**config.mk**
```make
export PLATFORM = sky130hd
export DESIGN_NAME = deser8
export DESIGN_NICKNAME = d
export VERILOG_FILES = /design/src/rtl/deser8.sv
export SDC_FILE = /design/constraint.sdc
export NUM_CORES = 1
export LEC_CHECK = 0
export ABC_AREA = 1
export CAP_MARGIN = 20
export CORE_UTILIZATION = 35
export CTS_CLUSTER_SIZE = 16
export DETAILED_ROUTE_END_ITERATION = 12
export PLACE_DENSITY_LB_ADDON = 0.25
export REMOVE_ABC_BUFFERS = 1
export SETUP_SLACK_MARGIN = 0.1
export SLEW_MARGIN = 10
export SYNTH_ARGS = -nofsm -noshare
export SYNTH_HDL_FRONTEND = slang
export SYNTH_SLANG_ARGS = --single-unit
```
**constraint.sdc**
```tcl
create_clock -name clk -period 1.5 [get_ports clk]
set_input_delay 0.3 -clock clk [delete_from_list [all_inputs] [get_ports clk]]
set_output_delay 0.3 -clock clk [all_outputs]
set_load 0.03 [all_outputs]
```
**src/rtl/deser8.sv**
```systemverilog
// deser8: 1-to-8 serial-to-parallel deserializer with valid/ready handshake on both sides.
// Bit order is LSB first by default; define DESER8_MSB_FIRST_EN for MSB first.
module deser8 (
  input  logic       clk,
  input  logic       rst_n,
  input  logic       din,
  input  logic       din_valid,
  output logic       din_ready,
  input  logic       clear,
  output logic [7:0] dout,
  output logic       dout_valid,
  input  logic       dout_ready,
  output logic [2:0] sel,
  output logic       busy
);

  // state   | meaning
  // IDLE    | sel=0, no bits of a frame held
  // COLLECT | 1-7 bits of the current frame held in the shadow register
  // HOLD    | completed byte on dout, waiting for the consumer
  typedef enum logic [1:0] {
    IDLE    = 2'd0,
    COLLECT = 2'd1,
    HOLD    = 2'd2
  } state_t;

  state_t     state_q, state_d;
  logic [2:0] sel_q, sel_d;
  logic [7:0] shadow_q, shadow_d;
  logic [7:0] dout_q, dout_d;

  logic       accept;
  logic [2:0] slot;
  logic [7:0] shadow_wr;

  assign dout_valid = (state_q == HOLD);
  assign din_ready  = ~dout_valid;
  assign busy       = (state_q == COLLECT);
  assign sel        = sel_q;
  assign dout       = dout_q;

  assign accept = din_valid & din_ready & ~clear;

`ifdef DESER8_MSB_FIRST_EN
  assign slot = 3'd7 - sel_q;
`else
  assign slot = sel_q;
`endif

  // Shadow contents with the incoming bit written into its slot.
  always_comb begin
    shadow_wr       = shadow_q;
    shadow_wr[slot] = din;
  end

  always_comb begin
    state_d  = state_q;
    sel_d    = sel_q;
    shadow_d = shadow_q;
    dout_d   = dout_q;
    if (clear) begin
      state_d  = IDLE;
      sel_d    = 3'd0;
      shadow_d = 8'h00;
    end else begin
      case (state_q)
        IDLE: begin
          if (accept) begin
            state_d  = COLLECT;
            sel_d    = 3'd1;
            shadow_d = shadow_wr;
          end
        end
        COLLECT: begin
          if (accept) begin
            if (sel_q == 3'd7) begin
              state_d  = HOLD;
              sel_d    = 3'd0;
              shadow_d = 8'h00;
              dout_d   = shadow_wr;
            end else begin
              sel_d    = sel_q + 3'd1;
              shadow_d = shadow_wr;
            end
          end
        end
        HOLD: begin
          if (dout_ready) begin
            state_d = IDLE;
          end
        end
        default: begin
          state_d  = IDLE;
          sel_d    = 3'd0;
          shadow_d = 8'h00;
        end
      endcase
    end
  end

  always_ff @(posedge clk or negedge rst_n) begin
    if (!rst_n) begin
      state_q  <= IDLE;
      sel_q    <= 3'd0;
      shadow_q <= 8'h00;
      dout_q   <= 8'h00;
    end else begin
      state_q  <= state_d;
      sel_q    <= sel_d;
      shadow_q <= shadow_d;
      dout_q   <= dout_d;
    end
  end

endmodule

```
==> metrics.cfg, run 1 <==
[clock_tree]
htreeDepth=1
clock_sinks=21
cts_tree=yes
postCtsHoldBufs=0
cts_inserted_buffers=3
cts.clk_slew.worst_paths_ns=0.11
clockBufferDepth=2
clockRootBuffer=clkbuf_4
worstSkewPairLatency_ns=0.30

[route]
dr.first_iter.drc_count=48
dr.pass1.iters=4
ant_nets=0
routed_wl_um=2800
drc=0
via_per_inst=4.83
wl_per_cell_um=12.6
via_count=1076

[yosys]
ys_seq_elements=21
synth.distinct_cells=20
synth_area_um2=1140
synth_area_leader_cell=dfrtp_1
yosysTopAreaCellShare_pct=46.2
avgSynthCellArea_um2=7.96
yosys.area_share.adder_pct=3.30
synth_commonest_cells=nand2_1 (59), dfrtp_1 (21), nand3_1 (16), inv_1 (11), o21ai_0 (6)
synth_most_common_cell=nand2_1
synthFlopType=dfrtp_1
async_flop_share_pct=100
synthMuxAreaShare_pct=0
synth-xor-area-share_pct=0
synth.area.top_cells=dfrtp_1 (46%), nand2_1 (19%), nand3_1 (7.0%)
synth-compound-area-share_pct=5.71
synth-edff-count=0
ys_seq_area_share_pct=46.2
synth_top_family_by_area=simple AND/OR/NAND/NOR gates
yosys_warnings=0
netlist_instances=143
synthSimpleGateAreaFrac_pct=38.2

[setup_path]
ff2ff_path_depth=7
crit_type=reg -> out
cp-start-kind=register
regToRegStartpoint=sel[0]
worstPathMaxFanout=2
critPathSlowestCell=dfrtp_1
crit_required_ns=1.20
cpMostUsedCell=buf_6
critPathCaptureType=output pin
path_depth=3
crit_arrival_ns=1.13
cpLargestDelayFamily=flip-flops
reg2reg_to=sel[0]
r2r_slack_ns=0.12
path_cells=nor2_4, buf_6, buf_6
path_buf_inv=2
slowest_delay_ns=0.44

[timing]
hold_ws_ns=0.340
tightest_slew_ns=0.304
hold_viol=0
fin_crit_sh_pct=95.1
tns_ns=0
fin_skew_ns=0.00199
fmax_mhz=701
setup_viol=0
post-route-min-period_ns=1.43
relSlewSlack_pct=79.8
rsz0062_at_grt=true
final_max_slew_viol_count=0
setup_ws_ns=0.0739

[floorplanning]
core_area_um2=3080
die_y_um=59.0
die_x_um=59.0
io_pins=20
die_area_um2=3490
initial_core_util_pct=37.0
fp-row-count=20

[finish]
n_fill_cell=305
post_route_cells_drive_above_1_share_pct=24.6
fin_nets=189
synthToLayoutAreaGrowth_pct=36.7
layout.cells.non_filler=223
antennaDiodeCount=0

[pwr]
power.switching_mw=0.314
power_density_nw_per_um2=697
swShare_pct=28.9
p_leak_nw=0.810
internal_power_mw=0.772
pwr-share-comb_pct=19.8
clkPwrFrac_pct=25.1
ir_worst_vdd_v=0.000368
seqPwrFrac_pct=55.1

[grt]
antenna_found_initial=0
grt_usage_pct=16.7
grt_pass1_wl_um=4330
grt_max_degree=22
overflow=0
grt_pass1_vias=1067

[placement]
gp_congestion=0.846
place_inst=213
dpl.hpwl_um=1910
pre_cts_slack_ns=-0.0138
portBuffers=19

[status]
status=completed

[min_path]
hold_class=in -> async

[job]
drv_cap=0

logic make-up (layout without fill, tap and decap cells):
logic type	count (synthesis)	after routing
simple gates	92	93
flops	21	21
buf+inv	16	51
compound gates	11	11
fa+ha+maj	3	3
state kept, by name (all words and copies together) (netlist names):
register / flops
dout: 8
shadow_q: 8
sel: 3
state_q: 2
power by group through the flow:
stage / logic, mW / registers, mW / clock network (mW)
after detailed placement: 0.189 / 0.605 / 0
after floorplan: 0.0778 / 0.631 / 0
after global routing: 0.234 / 0.600 / 0.302
after global placement: 0.186 / 0.604 / 0
after CTS: 0.194 / 0.594 / 0.287
final: 0.215 / 0.598 / 0.272
worst max-delay path by stage:
stage                from     endpoint  slack, ns
5_1_grt        state_q[0]         busy       0.03
3_3_place_gp        clear   state_q[0]      0.008
6_report       state_q[0]   dout_valid       0.07
2_1_floorplan      sel[0]  shadow_q[0]      -0.14
4_1_cts        state_q[0]    din_ready       0.04
3_5_place_dp        clear      dout[5]      -0.01
layout make-up:
| class | count | area, µm² | area share [%] |
|---|---|---|---|
| sequential | 21 | 526 | 33.8 |
| timing repair buffer | 33 | 294 | 18.9 |
| multi-input combinational | 107 | 594 | 38.2 |
| tap | 44 | 55.1 | 3.54 |
| clock buffer | 4 | 26.3 | 1.69 |
| inverter | 14 | 61.3 | 3.94 |
layout by cell type, fill, tap and decap left out, types with 2 or more instances in the layout:
master | netlist | final
dfrtp_1 | 21 | 21
buf_4 | 1 | 12
buf_6 | 1 | 7
o21ai_0 | 6 | 5
nand3_1 | 16 | 16
o21bai_1 | 4 | 4
clkdlybuf4s50_1 | 0 | 5
nand4_1 | 5 | 5
nand2_2 | 1 | 2
o21ai_1 | 1 | 2
nor2_4 | 2 | 5
clkbuf_2 | 0 | 2
nand2_1 | 59 | 58
inv_2 | 1 | 2
ha_4 | 0 | 2
inv_1 | 11 | 9
nand2_4 | 3 | 3
clkbuf_4 | 0 | 3
clkdlybuf4s15_1 | 0 | 6
what timing repair did:
| action | in CTS | in global routing |
|---|---|---|
| pin swaps | 2 | 2 |
| endpoints found under the setup margin | 22 | 28 |
| buffers inserted | 1 | 5 |
| resized for setup | 20 | 25 |
| cloned | 0 | 1 |
metal layers:
layer	track usage (%)	wire [µm]	vias up
met3	2.84	97	4
met1	20.2	1190	511
met2	29.1	1490	26
li1	-	-	535
met4	7.14	24	0
met5	0	0	-
metrics by stage:
stage	instance area (µm²)	utilization, %	total power [mW]
after detailed placement	1420	46.1	0.794
after floorplan	1120	-	0.709
after global routing	1560	50.6	1.14
after CTS	1460	47.4	1.07
final	1560	50.6	1.09
after global placement	1420	46.1	0.790
worst register-to-register path, delay by kind of cell (launching register included):
kind / cells / cell delay [ns]
DFF: 1 / 0.44
AOI/OAI and AO/OA: 2 / 0.17
adders and majority gates: 2 / 0.41
and+or+nand+nor: 3 / 0.30
Note: power is estimated with default switching activity, not from simulation.
==> run 2: changes to the inputs <==
--- a/config.mk
+++ b/config.mk
@@ -10,6 +10,7 @@
 export CORE_UTILIZATION = 35
 export CTS_CLUSTER_SIZE = 16
 export DETAILED_ROUTE_END_ITERATION = 12
+export GPL_ROUTABILITY_DRIVEN = 1
 export PLACE_DENSITY_LB_ADDON = 0.25
 export REMOVE_ABC_BUFFERS = 1
 export SETUP_SLACK_MARGIN = 0.1
==> constraint.sdc (replaced) <==
create_clock -name clk -period 1.4 [get_ports clk]
set_input_delay 0.28 -clock clk [delete_from_list [all_inputs] [get_ports clk]]
set_output_delay 0.28 -clock clk [all_outputs]
set_load 0.03 [all_outputs]
==> metrics.cfg, run 2 (synthesized netlist as in run 1, its figures left out) <==
[status]
status=completed

[setup_path]
crit_required_ns=1.66  ; +0.46 ns
cp-start-kind=register
worstPathMaxFanout=7  ; +5
critPathCaptureType=register
crit_type=reg -> reg
crit_path_start=sel[0]
regToRegStartpoint=sel[0]
crit_arrival_ns=1.65  ; +0.52 ns

[timing]
tns_ns=0  ; unchanged
hold_ws_ns=0.309  ; -0.0314 ns
fin_skew_ns=0.0109  ; +0.00895 ns
tightest_slew_ns=0.269  ; -0.0352 ns
relSlewSlack_pct=82.1  ; +2.3 points
post-route-min-period_ns=1.39
fin_crit_sh_pct=99.2
hold_viol=0  ; unchanged
rsz0062_at_grt=true
setup_viol=0  ; unchanged
fmax_mhz=720
final_max_slew_viol_count=0  ; unchanged

[finish]
antennaDiodeCount=0  ; unchanged
final_area_um2=1660  ; +6.9%
layout_commonest_cell=nand2_1
synthToLayoutAreaGrowth_pct=46.2
final_util_pct=54.1  ; +3.5 points
most-common-layout-cells=nand2_1 (54), dfrtp_1 (20), buf_4 (18), nand3_1 (11), buf_6 (11)
fin_nets=198  ; +4.8%
post_route_cells_drive_above_1_share_pct=39.4  ; +15 points

[placement]
portBuffers=19  ; unchanged
gp_congestion=0.841  ; -0.60%
placed_area_um2=1410  ; -0.70%
dpl.hpwl_um=1820  ; -4.5%

[clock_tree]
worstSkewPairLatency_ns=0.30  ; about the same
cts.clk_slew.worst_paths_ns=0.13  ; +0.02 ns
postCtsHoldBufs=0  ; unchanged
clock_sinks=21  ; unchanged
cts_tree=yes
cts_inserted_buffers=3  ; unchanged
clockRootBuffer=clkbuf_4
htreeDepth=1  ; unchanged
clockBufferDepth=2  ; unchanged

[route]
dr.pass1.iters=4  ; unchanged
via_per_inst=4.81  ; -0.31%
routed_wl_um=2920  ; +4.0%
wl_per_cell_um=12.6  ; about the same
drc=0  ; unchanged
via_count=1116  ; +3.7%
dr.first_iter.drc_count=37  ; -23%
ant_nets=0  ; unchanged

[floorplanning]
die_y_um=59.0  ; unchanged
fp-row-count=20  ; unchanged
initial_core_util_pct=37.0  ; unchanged
die_x_um=59.0  ; unchanged
die_area_um2=3490  ; unchanged
core_area_um2=3080  ; unchanged
io_pins=20  ; unchanged

[job]
drv_cap=0  ; unchanged

[min_path]
hold_class=in -> async

[pwr]
power_density_nw_per_um2=722  ; +3.5%
ir_worst_vdd_v=0.000316  ; -14%
total_power_mw=1.20  ; +11%
p_leak_nw=0.879  ; +8.4%

[grt]
grt_usage_pct=17.7  ; +1.1 points
grt_max_degree=22  ; unchanged
overflow=0  ; unchanged
antenna_found_initial=0  ; unchanged
grt_pass1_wl_um=4700  ; +8.4%
grt_pass1_vias=1144  ; +7.2%

## run 2: layer usage
metal	GRT usage (%)	wire [µm]	vias up
met2	30.2	1530	28
met5	0	0	-
li1	-	-	550
met4	8.50	67	0
met1	21.7	1220	528
met3	3.06	106	10
## run 2: worst paths after layout
check / endpoint / slack, ns / cells after the start
min: dout[5] / 0.31 / 2
min reg2reg: dout[7] / 0.50 / 2
max reg2reg: shadow_q[0] / 0.01 / 7
min in group clk: dout[7] / 0.50 / 2
max in group asynchronous: state_q[0] / 0.85 / 2
max: shadow_q[0] / 0.01 / 7
## run 2: stage by stage
step                setup WS (ns)  std cells
floorplan                  -0.243        141
global placement          -0.0687        212
detailed placement        -0.0853        212
CTS                        0.0505        227
global route              -0.0414        232
finish                     0.0114        232
## run 2: critical path, stage by stage, from the launching register on
cell	delay [ns]
dfrtp_1	0.46
ha_4	0.20
ha_4	0.16
nand2_4	0.06
inv_2	0.05
nor2_4	0.22
nand3_2	0.11
nand2_2	0.07
## run 2: timing repair
item,4_1_cts,5_1_grt
gates resized for setup,48,33
buffers inserted,10,5
cloned,1,0
pin swaps,5,12
hold endpoints to repair,0,0
setup endpoints to repair,32,32
## run 2: area by class of cell
type	instances	area, µm²
Fill cell	291	1410
Multi-Input combinational cell	107	649
Sequential cell	21	527
Timing Repair Buffer	42	349
Inverter	14	56.3
Tap cell	44	55.1
Clock buffer	3	22.5
Clock inverter	1	5.00
## run 2: power by group
| part | leakage, nW | switching (mW) | internal, mW | total (mW) |
|---|---|---|---|---|
| sequential | 0.283 | 0.0165 | 0.626 | 0.642 |
| combinational | 0.578 | 0.151 | 0.111 | 0.261 |
| clock | 0.0177 | 0.191 | 0.106 | 0.298 |
==> run 3: changes to the inputs <==
--- a/config.mk
+++ b/config.mk
@@ -8,6 +8,7 @@
 export ABC_AREA = 1
 export CAP_MARGIN = 20
 export CORE_UTILIZATION = 35
+export CTS_BUF_LIST = sky130_fd_sc_hd__clkbuf_4
 export CTS_CLUSTER_SIZE = 16
 export DETAILED_ROUTE_END_ITERATION = 12
 export GPL_ROUTABILITY_DRIVEN = 1
==> results of run 3 <==
No change in the layout: final DEF, timing and power equal those of run 2.
